===== src/rtl/sdram_burst_arbiter.sv =====
// Two-client burst arbiter in front of sdram_core: read-priority grant with a write
// anti-starvation limit, plus double-buffer bank ownership swapped on vsync.
`timescale 1ns/1ps
module sdram_burst_arbiter #(
  parameter int         MAX_RD_STREAK  = 4,
  parameter logic [1:0] DRAW_BANK_INIT = 2'd1,
  parameter logic [1:0] DISP_BANK_INIT = 2'd0
) (
  input  logic        clk,
  input  logic        rst_n,
  input  logic        wr_req,
  input  logic [9:0]  wr_len,
  input  logic [21:0] wr_addr,
  input  logic [15:0] wr_data,
  output logic        wr_data_req,
  output logic        wr_finish,
  input  logic        rd_req,
  input  logic [9:0]  rd_len,
  input  logic [21:0] rd_addr,
  output logic [15:0] rd_data,
  output logic        rd_data_valid,
  output logic        rd_finish,
  input  logic        swap_req,
  input  logic        vsync_pulse,
  output logic [1:0]  draw_bank,
  output logic [1:0]  disp_bank,
  output logic        swap_pending,
  output logic        core_wr_burst_req,
  output logic [9:0]  core_wr_burst_len,
  output logic [23:0] core_wr_burst_addr,
  output logic [15:0] core_wr_burst_data,
  input  logic        core_wr_burst_data_req,
  input  logic        core_wr_burst_data_finish,
  output logic        core_rd_burst_req,
  output logic [9:0]  core_rd_burst_len,
  output logic [23:0] core_rd_burst_addr,
  input  logic [15:0] core_rd_burst_data,
  input  logic        core_rd_burst_data_valid,
  input  logic        core_rd_burst_finish
);

  localparam logic [1:0] ST_IDLE = 2'd0;
  localparam logic [1:0] ST_WR   = 2'd1;
  localparam logic [1:0] ST_RD   = 2'd2;

  localparam int SW = $clog2(MAX_RD_STREAK + 1);
  localparam logic [SW-1:0] STREAK_MAX = SW'(MAX_RD_STREAK);

  logic [1:0]    state;
  logic [SW-1:0] streak;
  logic          streak_full;
  logic          grant_rd;
  logic          grant_wr;
  logic          in_wr;
  logic          in_rd;

  assign in_wr       = (state == ST_WR);
  assign in_rd       = (state == ST_RD);
  assign streak_full = (streak >= STREAK_MAX);

  // Reads win unless a pending write has already been passed over MAX_RD_STREAK times.
  always_comb begin
    grant_rd = 1'b0;
    grant_wr = 1'b0;
    if (state == ST_IDLE) begin
      if (rd_req && !(wr_req && streak_full)) begin
        grant_rd = 1'b1;
      end else if (wr_req) begin
        grant_wr = 1'b1;
      end
    end
  end

  always_ff @(posedge clk or negedge rst_n) begin
    if (!rst_n) begin
      state              <= ST_IDLE;
      core_wr_burst_req  <= 1'b0;
      core_wr_burst_len  <= '0;
      core_wr_burst_addr <= '0;
      core_rd_burst_req  <= 1'b0;
      core_rd_burst_len  <= '0;
      core_rd_burst_addr <= '0;
    end else begin
      case (state)
        ST_IDLE: begin
          if (grant_rd) begin
            state              <= ST_RD;
            core_rd_burst_req  <= 1'b1;
            core_rd_burst_len  <= rd_len;
            core_rd_burst_addr <= {disp_bank, rd_addr};
          end else if (grant_wr) begin
            state              <= ST_WR;
            core_wr_burst_req  <= 1'b1;
            core_wr_burst_len  <= wr_len;
            core_wr_burst_addr <= {draw_bank, wr_addr};
          end
        end
        ST_WR: begin
          if (core_wr_burst_data_finish) begin
            state             <= ST_IDLE;
            core_wr_burst_req <= 1'b0;
          end
        end
        ST_RD: begin
          if (core_rd_burst_finish) begin
            state             <= ST_IDLE;
            core_rd_burst_req <= 1'b0;
          end
        end
        default: begin
          state             <= ST_IDLE;
          core_wr_burst_req <= 1'b0;
          core_rd_burst_req <= 1'b0;
        end
      endcase
    end
  end

  always_ff @(posedge clk or negedge rst_n) begin
    if (!rst_n) begin
      streak <= '0;
    end else if (grant_rd && wr_req) begin
      if (!streak_full) begin
        streak <= streak + 1'b1;
      end
    end else if (grant_wr) begin
      streak <= '0;
    end else if (state == ST_IDLE && !wr_req) begin
      streak <= '0;
    end
  end

  // A swap_req coinciding with vsync swaps immediately; repeats while pending are absorbed.
  always_ff @(posedge clk or negedge rst_n) begin
    if (!rst_n) begin
      draw_bank    <= DRAW_BANK_INIT;
      disp_bank    <= DISP_BANK_INIT;
      swap_pending <= 1'b0;
    end else if (vsync_pulse && (swap_pending || swap_req)) begin
      draw_bank    <= disp_bank;
      disp_bank    <= draw_bank;
      swap_pending <= 1'b0;
    end else if (swap_req) begin
      swap_pending <= 1'b1;
    end
  end

  assign wr_data_req        = in_wr & core_wr_burst_data_req;
  assign wr_finish          = in_wr & core_wr_burst_data_finish;
  assign core_wr_burst_data = in_wr ? wr_data : 16'h0000;

  assign rd_data       = core_rd_burst_data;
  assign rd_data_valid = in_rd & core_rd_burst_data_valid;
  assign rd_finish     = in_rd & core_rd_burst_finish;

endmodule


===== config.mk =====
export PLATFORM = sky130hd
export DESIGN_NAME = sdram_burst_arbiter
export DESIGN_NICKNAME = d
export VERILOG_FILES = /design/src/rtl/sdram_burst_arbiter.sv
export SDC_FILE = /design/constraint.sdc
export NUM_CORES = 1
export LEC_CHECK = 0
export ABC_AREA = 1
export CORE_ASPECT_RATIO = 0.9
export CORE_MARGIN = 1
export CORE_UTILIZATION = 37
export DETAILED_ROUTE_END_ITERATION = 16
export PLACE_DENSITY = 0.86
export SYNTH_ARGS = -nofsm -noshare
export SYNTH_HDL_FRONTEND = slang
export SYNTH_SLANG_ARGS = --single-unit
export TNS_END_PERCENT = 20

===== constraint.sdc =====
create_clock -name clk -period 1.3 [get_ports clk]
set_input_delay 0.26 -clock clk [delete_from_list [all_inputs] [get_ports clk]]
set_output_delay 0.26 -clock clk [all_outputs]
set_load 0.03 [all_outputs]

==> results_dict.tcl, run 1 <==
set metrics [dict create \
    drc_errors 0 \
    cts_tree "done" \
    cts-root-buf "clkbuf_8" \
    clk_transition_reported_paths_ps 90 \
    pre_cts_ws_ps -335 \
    p_leak_nw 2.99 \
    fmax_mhz 617 \
    reg2reg_depth 8 \
    powerDensity_mw_per_mm2 2170 \
    fillers 682 \
    drt_iter0_drc 49 \
    synthMuxAreaShare_pct 0 \
    dr_wl_met2_um 5180 \
    antenna_cells 0 \
    synthSimpleGateAreaFrac_pct 28.4 \
    overflow 0 \
    outcome "complete, but fails checks" \
    yosys.area_share.xor_xnor_pct 0.257 \
    drive_gt1_share_pct 28.4 \
    period_share_pct 125 \
    fin_util_pct 67.3 \
    grt_pass1_vias 3220 \
    synth_compound_area_share_pct 1.77 \
    synthesis.nets 513 \
    antenna_found_initial 0 \
    netlist_instances 406 \
    max-vdd-ir-drop_v 0.00117 \
    synth.top_cells.by_area "dfrtp_1 58%, nand2_1 24%, buf_4 4.4%" \
    ys_seq_elements 80 \
    h-tree-depth 3 \
    start_util_pct 39.0 \
    highest_layer "met4" \
    holdPathStages 3 \
    cp-end-kind "primary output" \
    dieArea_mm2 0.00958 \
    synth_top_family_by_area "simple AND/OR/NAND/NOR gates" \
    start_kind "flop" \
    synth_fa_ha_area_share_pct 0.368 \
    ios 217 \
    area_growth_pct 72.6 \
    maxCapViolations 0 \
    worstPathRequired_ps 1040 \
    ant_nets 0 \
    critical_path_class "flop to primary output" \
    hold_violations 0 \
    synth_top_area_share_pct 58.1 \
    rsz0062_at_grt "true" \
    min_path_type "input port to flop" \
    relSlewSlack_pct 71.1 \
    placed_area_mm2 0.00535 \
    hold_slack_ps 435 \
    grt_max_degree 81 \
    met3_length_um 767 \
    vias 3255 \
    clockBufferDepth 2 \
    routed_wl_um 9920 \
    fp.dieH_um 93.0 \
    synth_area_leader_cell "dfrtp_1" \
    worst_pin_slew_ps 434 \
    tns_ps -18220 \
    path_max_fanout 3 \
    finalSetupViolCount 94 \
    avgRoutedWirePerCell_um 13.7 \
    io_buffer_count 184 \
    clk_latency_ps 350 \
    syn_avg_cell_area_um2 8.38 \
    ys.warnings.count 0 \
    cp_data_arrival_time_ps 1360 \
    clock_sinks 80 \
    place.gp.congestion 0.785 \
    row_count 32 \
    yosysSeqAreaShare_pct 58.9 \
    layout_setup_ws_ps -320 \
    grt_pass1_wl_um 14900 \
    wl_met1_um 3740 \
    clock_skew_ps 7.98 \
    fp.dieW_um 103 \
    slew_viol_final 0 \
    layout_min_cycle_time_ps 1620 \
    vias_per_cell 4.51 \
    final_cell_area_mm2 0.00587 \
    yosysUniqueCellTypes 18 \
    nNetsFinal 705 \
    violations "negative setup slack" \
    hpwl_um 6910 \
    firstDrtPassIters 4 \
    core_mm2 0.00873 \
    syn_area_mm2 0.00340 \
    track_usage_pct 20.3 \
    numCtsBuffers 9 \
]
cell usage after synthesis, drive strengths merged:
library cell    n
nand3           5
a21oi           1
o21ai          11
nand2         220
xor2            1
dfstp           1
buf            31
dfrtp          79
nor2           25
inv            31
ha              1
final cells by class:
class	count	area [um2]	share of cell area [%]
repair buffers	212	2170	37.0
flip-flops and latches	80	2000	34.1
multi-input cells	264	1230	20.9
clock buffers	11	151	2.58
well taps	119	149	2.54
inverters	31	126	2.15
clock inverters	5	40.0	0.682
logic make-up (layout without fill, tap and decap cells):
| family | count (synthesis) | in the layout |
|---|---|---|
| and+or+nand+nor | 250 | 250 |
| xor gates and xnor gates | 1 | 1 |
| AOI/OAI and AO/OA | 12 | 12 |
| adders and majority gates | 1 | 1 |
| DFF | 80 | 80 |
| buffers and inverters | 62 | 259 |
layout by cell type (no fill, tap or decap):
master	synthesis	routed
dfrtp_1	79	78
nand3_1	3	3
clkbuf_8	0	11
inv_6	0	2
dfrtp_2	0	1
inv_2	2	1
buf_2	6	9
nor2_1	23	4
o21ai_1	1	2
xor2_1	1	1
dlygate4sd3_1	0	1
clkinvlp_4	0	3
nand3_4	0	2
clkdlybuf4s50_1	0	88
buf_4	20	39
o21ai_0	10	9
clkdlybuf4s15_2	0	38
buf_8	0	1
nand2_2	0	1
clkinv_4	0	1
nand2_4	0	2
buf_12	0	8
inv_4	0	2
nand2_1	220	217
clkbuf_16	0	2
inv_1	29	27
a21oi_1	1	1
ha_1	1	1
buf_6	5	26
nor2_4	1	21
dfstp_2	1	1
routing by layer:
layer  global-route usage [%]  vias to the layer above
li1                         -                     1573
met1                     21.5                     1521
met5                        0                        -
met3                     6.73                       27
met2                     37.4                      134
met4                     6.57                        0
state kept, by name, indices dropped and copies added, names as in the netlist:
name	cells
state	2
draw_bank	2
core_rd_burst_addr	24
core_rd_burst_req	1
core_rd_burst_len	10
core_wr_burst_req	1
core_wr_burst_addr	24
core_wr_burst_len	10
streak	3
swap_pending	1
disp_bank	2
path summary, 6_finish.rpt:
check / start / endpoint / slack (ps)
max reg2reg: state[0]$_DFFE_PN0P_ / core_rd_burst_addr[20]$_DFFE_PN0P_ / -270
min: wr_addr[2] / core_wr_burst_addr[2]$_DFFE_PN0P_ / 440
min in group asynchronous: rst_n / core_wr_burst_addr[20]$_DFFE_PN0P_ / 450
min reg2reg: core_wr_burst_addr[5]$_DFFE_PN0P_ / core_wr_burst_addr[5]$_DFFE_PN0P_ / 480
max in group asynchronous: rst_n / state[0]$_DFFE_PN0P_ / 470
max: state[0]$_DFFE_PN0P_ / rd_finish / -320
through the flow:
step,cells,power (W)
2_1_floorplan,406,0.00792
3_3_place_gp,698,0.0107
3_5_place_dp,698,0.0109
4_1_cts,717,0.0126
5_1_grt,722,0.0135
6_report,722,0.0127
power by group:
part           total [W]  internal (W)  switching (W)
Clock            0.00175      0.000808       0.000940
Combinational    0.00676       0.00268        0.00408
Sequential       0.00422       0.00357       0.000648
Total             0.0127       0.00705        0.00567
critical path: stages (launching register included):
cell and delay (ps):
dfrtp_2 440, buf_4 150, inv_4 60, nand2_4 60, nor2_1 130, buf_4 180
timing repair:
item,in CTS,in global routing
hold endpoints to repair,79,0
gates resized for setup,202,16
hold buffers,1,0
pin swaps,3,3
endpoints found under the setup margin,100,129
setup buffers,2,2
gates cloned,0,3
(Power assumes the default switching activity.)
==> inputs of run 2 (changes only) <==
--- a/config.mk
+++ b/config.mk
@@ -10,7 +10,8 @@
 export CORE_MARGIN = 1
 export CORE_UTILIZATION = 37
 export DETAILED_ROUTE_END_ITERATION = 16
-export PLACE_DENSITY = 0.86
+export GPL_TIMING_DRIVEN = 0
+export PLACE_DENSITY = 0.81
 export SYNTH_ARGS = -nofsm -noshare
 export SYNTH_HDL_FRONTEND = slang
 export SYNTH_SLANG_ARGS = --single-unit
==> results_dict.tcl, run 2 (synthesis results as in run 1) <==
set metrics [dict create \
    outcome "complete, but fails checks" \
    violations "negative setup slack" \
    clockBufferDepth 2 \
    core_mm2 0.00873 \
    slew_viol_final 0 \
    path_max_fanout 6 \
    drc_errors 0 \
    pre_cts_ws_ps -627 \
    h-tree-depth 3 \
    drive_gt1_share_pct 28.2 \
    switching_share_pct 43.6 \
    clk_latency_ps 340 \
    start_util_pct 39.0 \
    clock_skew_ps 20.4 \
    powerDensity_mw_per_mm2 2100 \
    clock_sinks 80 \
    maxCapViolations 0 \
    vias 3355 \
    antenna_cells 0 \
    cp-end-kind "primary output" \
    antenna_found_initial 0 \
    power_frac_comb_pct 52.3 \
    grt_pass1_vias 3286 \
    area_growth_pct 81.5 \
    fin_cells 753 \
    fp.dieH_um 93.0 \
    avgRoutedWirePerCell_um 13.4 \
    layout_setup_ws_ps -281 \
    clk_transition_reported_paths_ps 90 \
    ant_nets 0 \
    ios 217 \
    fmax_mhz 632 \
    dieArea_mm2 0.00958 \
    worstPathRequired_ps 1040 \
    place.gp.congestion 0.740 \
    fp.dieW_um 103 \
    io_buffer_count 200 \
    clkPwrFrac_pct 15.5 \
    hold_violations 0 \
    reg_top3 "core_rd_burst_addr: 24 flops, core_wr_burst_addr: 24 flops" \
    start_kind "flop" \
    p_int_w 0.00733 \
    final_cell_mix "218 x nand2_1, 104 x clkdlybuf4s50_1, 77 x dfrtp_1" \
    layout_commonest_cell "nand2_1" \
    relSlewSlack_pct 70.9 \
    hpwl_um 7400 \
    nNetsFinal 736 \
    cts_tree "done" \
    p_leak_nw 3.08 \
    rsz0062_at_grt "true" \
    min_path_type "input port to asynchronous set/reset pin" \
    max-vdd-ir-drop_v 0.00106 \
    worst_pin_slew_ps 433 \
    dp.cells 726 \
    grt_pass1_wl_um 15700 \
    row_count 32 \
    grt_max_degree 53 \
    cts-root-buf "clkbuf_8" \
    cp_data_arrival_time_ps 1320 \
    overflow 0 \
    firstDrtPassIters 4 \
    numCtsBuffers 9 \
    track_usage_pct 21.1 \
    routed_wl_um 10100 \
    vias_per_cell 4.46 \
    p_switching_w 0.00566 \
    critical_path_class "flop to primary output" \
    sequentialPowerShare_pct 32.2 \
    layout_min_cycle_time_ps 1580 \
    fillers 672 \
    period_share_pct 122 \
    finalSetupViolCount 95 \
    drt_iter0_drc 84 \
]
[run 2: cell types whose count changed in the layout (fill, tap and decap cells not counted), moves of 5 or more]
cell and change:
clkdlybuf4s15_2 +32, clkdlybuf4s50_1 +16, buf_12 -7, buf_4 -7
nor2_4 -7, nor2_1 +5
[run 2: worst paths after layout]
path | cells past startpoint | start | slack, ps | end
max | 5 | state[1]$_DFFE_PN0P_ | -280 | core_wr_burst_data[9]
min | 2 | rst_n | 410 | core_rd_burst_len[2]$_DFFE_PN0P_
max reg2reg | 7 | state[0]$_DFFE_PN0P_ | -240 | core_rd_burst_addr[21]$_DFFE_PN0P_
min reg2reg | 2 | core_wr_burst_addr[13]$_DFFE_PN0P_ | 480 | core_wr_burst_addr[13]$_DFFE_PN0P_
max in group asynchronous | 3 | rst_n | 270 | draw_bank[0]$_DFFE_PN1P_
min in group clk | 3 | wr_addr[9] | 450 | core_wr_burst_addr[9]$_DFFE_PN0P_
[run 2: worst max-delay path: stages (launching register included)]
cell and delay [ps]:
dfrtp_2 440, clkinv_4 100, nand2_8 80, buf_16 160, nor2_4 80, buf_6 130
[run 2: layer usage]
| metal | track usage, % | up-vias | routed length (um) |
|---|---|---|---|
| met5 | 0 | - | 0 |
| met3 | 6.43 | 10 | 856 |
| met4 | 5.52 | 0 | 99 |
| met2 | 36.9 | 135 | 5080 |
| li1 | - | 1634 | - |
| met1 | 25.0 | 1576 | 4020 |
[run 2: stage by stage]
step	area [um2]	TNS [ps]	util [%]	total power (W)	hold WS (ps)
finish	6170	-16300	70.7	0.0130	405
global route	6170	-25880	70.7	0.0138	411
CTS	6070	-12350	69.5	0.0130	400
detailed placement	5670	-32080	64.9	0.0110	212
global placement	5640	-247350	64.6	0.0109	455
floorplan	3490	-203	-	0.00792	-35.6
[run 2: what timing repair did]
item | in CTS | in global routing
buffers inserted | 3 | 4
resized for setup | 386 | 16
endpoints found under the setup margin | 141 | 147
cloned | 2 | 1
hold buffers | 1 | 0
hold endpoints to repair | 28 | 0
pin swaps | 3 | 3
[run 2: cell type report]
cell class              instances  area [um2]  share of cell area (%)
clock inverters                 6        92.6                    1.50
flip-flops and latches         80        2010                    32.5
repair buffers                211        2190                    35.5
clock buffers                  10         128                    2.07
well taps                     119         149                    2.41
inverters                      31         124                    2.01
plain buffers                  31         282                    4.56
multi-input cells             265        1200                    19.4
[run 2: power groups by stage]
stage                     combinational (W)  clock [W]  sequential (W)
after floorplan                     0.00163          0         0.00629
after global routing                0.00730    0.00218         0.00432
after detailed placement            0.00683          0         0.00421
final                               0.00679    0.00201         0.00419
after global placement              0.00669          0         0.00417
after CTS                           0.00672    0.00206         0.00418
